## src/rtl/stopwatch_counter.sv

```systemverilog
// stopwatch_counter
//   Elapsed-time datapath that sits behind the stopwatch control FSM. It divides
//   clk into count ticks and keeps a 4-digit BCD count from 0000 to 9999. Each
//   tick adds 1 in one-run mode and 10 in ten-run mode.
//
// Parameters
//   CLK_DIV       clk cycles per count tick (>= 1)
//
// Ports
//   clk           system clock; all state changes on the rising edge
//   rst           synchronous, active-high reset
//   clear_push    FSM is in CLEAR  : zero the count and the prescaler
//   one_run_push  FSM is in ONERUN : count by 1 on each tick
//   ten_run_push  FSM is in TENRUN : count by 10 on each tick
//   pause_push    FSM is in PAUSE  : hold everything
//   digit0..3     BCD units / tens / hundreds / thousands (registered)
//   running       registered; high when a run mode was applied on the last edge
//   wrap          registered one-cycle pulse when the count passes 9999
//
// Mode priority when several inputs are high: clear > pause > ten > one.
// When no input is high, the block behaves as in pause.
module stopwatch_counter #(
  parameter int CLK_DIV = 4
) (
  input  logic       clk,
  input  logic       rst,
  input  logic       clear_push,
  input  logic       one_run_push,
  input  logic       ten_run_push,
  input  logic       pause_push,
  output logic [3:0] digit0,
  output logic [3:0] digit1,
  output logic [3:0] digit2,
  output logic [3:0] digit3,
  output logic       running,
  output logic       wrap
);

  localparam int PW = (CLK_DIV > 1) ? $clog2(CLK_DIV) : 1;
  localparam logic [PW-1:0] PRE_LAST = PW'(CLK_DIV - 1);

  logic [PW-1:0]     pre_cnt;
  logic [3:0][3:0]   cnt;
  logic [3:0][3:0]   step_cnt;
  logic              step_wrap;

  logic mode_clear;
  logic mode_ten;
  logic mode_run;

  // Priority decode. Pause and idle both fall through to "not running".
  assign mode_clear = clear_push;
  assign mode_ten   = !clear_push && !pause_push && ten_run_push;
  assign mode_run   = !clear_push && !pause_push && (ten_run_push || one_run_push);

  // BCD ripple increment. The carry is injected at digit0 for one-run and at
  // digit1 for ten-run, so digit0 does not change in ten-run mode.
  always_comb begin
    logic c;
    logic cin;
    step_cnt = cnt;
    c        = 1'b0;
    for (int i = 0; i < 4; i++) begin
      cin = c || ((i == 0) && !mode_ten) || ((i == 1) && mode_ten);
      if (cin) begin
        if (cnt[i] == 4'd9) begin
          step_cnt[i] = 4'd0;
          c           = 1'b1;
        end else begin
          step_cnt[i] = cnt[i] + 4'd1;
          c           = 1'b0;
        end
      end else begin
        c = 1'b0;
      end
    end
    step_wrap = c;
  end

  always_ff @(posedge clk) begin
    if (rst || mode_clear) begin
      cnt     <= '0;
      pre_cnt <= '0;
      running <= 1'b0;
      wrap    <= 1'b0;
    end else if (mode_run) begin
      running <= 1'b1;
      if (pre_cnt == PRE_LAST) begin
        pre_cnt <= '0;
        cnt     <= step_cnt;
        wrap    <= step_wrap;
      end else begin
        pre_cnt <= pre_cnt + 1'b1;
        wrap    <= 1'b0;
      end
    end else begin
      running <= 1'b0;
      wrap    <= 1'b0;
    end
  end

  assign digit0 = cnt[0];
  assign digit1 = cnt[1];
  assign digit2 = cnt[2];
  assign digit3 = cnt[3];

endmodule

```

## config.mk

```make
export PLATFORM = sky130hd
export DESIGN_NAME = stopwatch_counter
export DESIGN_NICKNAME = d
export VERILOG_FILES = /design/src/rtl/stopwatch_counter.sv
export SDC_FILE = /design/constraint.sdc
export NUM_CORES = 1
export LEC_CHECK = 0
export CORE_UTILIZATION = 48
export DETAILED_ROUTE_END_ITERATION = 6
export PLACE_DENSITY = 0.77
export SLEW_MARGIN = 20
export SYNTH_ARGS = -nofsm -noshare
export SYNTH_HDL_FRONTEND = slang
export SYNTH_SLANG_ARGS = --single-unit
```

## constraint.sdc

```tcl
create_clock -name clk -period 2 [get_ports clk]
set_input_delay 0.4 -clock clk [delete_from_list [all_inputs] [get_ports clk]]
set_output_delay 0.4 -clock clk [all_outputs]
set_load 0.005 [all_outputs]
```

==> qor.yml <==
die:
  dieArea_um2: 2370
  ios: 24
  initial_core_util_pct: 52.2
  die_y_um: 48.7
  num_rows: 16
  die_x_um: 48.7
  core_region_area_um2: 2000
clocking:
  path_clk_slew_ns: 0.12
  cts_setup_buffers: 0
  post_cts_hold_buffer_count: 0
  cts-resized-gates: 0
  h-tree-depth: 1
  clock_sinks: 20
  cts_tree: "yes"
  clock_latency_ns: 0.30
  cts_root_buffer: "clkbuf_4"
  numCtsBuffers: 3
  clk_path_buf_depth: 2
worst_setup_path:
  cp.required_ns: 2.19
  setup.worst_path.end_class: "flip-flop"
  critical_path_arrival_ns: 2.06
  worstSetupPathType: "in2reg"
  crit_path_start_kind: "primary input"
  cp_max_fo: 12
power:
  p_per_area_nw_per_um2: 488
  finalPower_mw: 0.691
  vdd_drop_max_uv: 349
  p_comb_share_pct: 6.8
  p_sw_mw: 0.155
  sequentialPowerShare_pct: 58.0
  p_clk_share_pct: 35.3
  switching_share_pct: 22.4
  power.leakage_nw: 0.497
  p_int_mw: 0.536
detailed_routing:
  viasPerCell: 5.92
  dr.first_iter.drc_count: 36
  num_vias: 1096
  drcViolationCount: 0
  routed_wl_um: 2570
  drtPass1Iterations: 4
  wl_per_cell_um: 13.9
  antenna_left: 0
placement:
  dp_hpwl_um: 1860
  place_inst: 181
  post_dp_cell_area_um2: 1380
  gp_congestion: 0.804
  numPortBuffers: 23
synthesis:
  synth-seq-cells: 20
  synth_ff_type: "dfxtp_1"
  syn_inst: 124
  async_flop_share_pct: 0
  ys_types: 36
  ys_seq_area_share_pct: 38.3
  syn_area_um2: 1040
  syn_avg_cell_area_um2: 8.43
  synth_edf_count: 0
  synth_nets: 131
  yosys_warnings: 0
sta:
  rsz0062_at_grt: "no"
  finalCriticalPeriod_ns: 1.87
  finalCritPeriodShare_pct: 93.7
  clock.fmax_ghz: 0.533
  tightest_slew_ns: 0.455
  whs_ns: 0.483
  slew_headroom_pct: 69.7
  finalHoldViolations: 0
  finClkSkew_ns: 0.00224
  setup_violations: 0
  maxSlewViolCount: 0
cells_and_area:
  antenna_cells: 0
  layoutNonFillerInstCount: 185
  drive_gt1_share_pct: 14.6
  layout.nets: 166
  areaGrowthSynthToFinish_pct: 35.3
  finalInstanceArea_um2: 1410
  fillCellCount: 162
hold_path:
  hp-class: "reg2reg"
global_route:
  track_usage_pct: 22.6
  grt_pass1_wl_um: 4240
  grt_max_degree: 17
  grt_pass1_vias: 972
  grt_antenna_before_repair: 0
  grt_overflow: 0
outcome:
  status: "completed"
flow_run:
  maxCapViolations: 0
-- power groups by stage --
stage	Sequential (mW)	Clock, mW	Combinational, mW
global placement	0.409	0	0.0447
floorplan	0.409	0	0.0158
finish	0.400	0.244	0.0468
global route	0.401	0.258	0.0511
CTS	0.400	0.244	0.0465
detailed placement	0.409	0	0.0465
-- sequential cells by signal (all words and copies together) (netlist names) --
register,flops
digit0,4
digit1,4
digit2,4
digit3,4
pre_cnt,2
running,1
wrap,1
-- worst max-delay path: stages --
cell             delay, ns
clkdlybuf4s50_1       0.53
or2_2                 0.16
o2111ai_2             0.27
buf_4                 0.24
o311ai_0              0.35
o31ai_1               0.12
-- through the flow --
| step | worst slack [ns] | util [%] | setup TNS [ns] |
|---|---|---|---|
| after floorplan | 0.389 | - | 0 |
| final | 0.126 | 70.6 | 0 |
| after global routing | 0.0166 | 70.6 | 0 |
| after global placement | -0.0733 | 68.8 | -0.402 |
| after CTS | 0.132 | 70.6 | 0 |
| after detailed placement | -0.180 | 68.8 | -0.919 |
-- routing by layer --
| metal | global-route usage [%] | up-vias | share of wire, % |
|---|---|---|---|
| met3 | 2.83 | 6 | 4.6 |
| met1 | 28.4 | 518 | 45 |
| met4 | 8.82 | 0 | 1.5 |
| li1 | - | 530 | - |
| met2 | 38.9 | 42 | 49 |
| met5 | 0 | - | 0 |
-- worst paths after layout --
check | cells after the start | slack, ns | endpoint | startpoint
setup / recovery | 6 | 0.13 | digit3[3] | ten_run_push
hold / removal | 2 | 0.48 | pre_cnt[0] | pre_cnt[0]
setup reg to reg | 5 | 0.22 | digit3[3] | digit0[3]
hold reg to reg | 2 | 0.48 | pre_cnt[0] | pre_cnt[0]
-- cell usage in the layout (no fill, tap or decap), types with 2 or more instances in the layout --
master,instances
a21oi_1,9
a31o_2,3
a31oi_1,7
and4bb_2,2
buf_4,9
clkbuf_4,3
clkdlybuf4s50_1,23
dfxtp_1,20
inv_1,4
mux2i_1,2
nand2_1,13
nand3_1,3
nand4_1,2
nor2_1,9
nor2b_1,9
nor3_1,2
o21ai_0,8
o31ai_1,2
or2_2,2
or3_1,2
or4_1,6
-- cells in the mapped netlist (all sizes together) (2+ instances only) --
library cell / n / area share, %
a21oi: 9 / 4.3
a31o: 3 / 2.5
a31oi: 7 / 4.2
and4bb: 3 / 3.6
clkbuf: 2 / 0.72
dfxtp: 20 / 38
inv: 4 / 1.4
mux2i: 2 / 1.9
nand2: 13 / 4.7
nand3: 3 / 1.4
nand4: 2 / 1.2
nor2: 10 / 3.8
nor2b: 9 / 5.4
nor3: 2 / 0.96
o21ai: 8 / 3.8
o31ai: 2 / 1.4
or2: 2 / 1.2
or3: 2 / 1.2
or4: 6 / 4.3
-- logic make-up after synthesis --
group	count (synthesis)	share of synthesized area, %
simple gates	59	33.2
fa+ha+maj	1	1.20
xor+xnor	1	0.838
flops	20	38.3
mux	2	1.92
compound gates	34	21.3
buf+inv	7	3.23
-- layout make-up --
| class | count | area (µm²) | area share (%) |
|---|---|---|---|
| multi-input combinational | 97 | 611 | 43.2 |
| tap | 27 | 33.8 | 2.39 |
| timing repair buffer | 33 | 318 | 22.5 |
| inverter | 4 | 15.0 | 1.06 |
| clock buffer | 4 | 36.3 | 2.57 |
| sequential | 20 | 400 | 28.3 |
No activity file was read; power rests on OpenSTA's default activity.
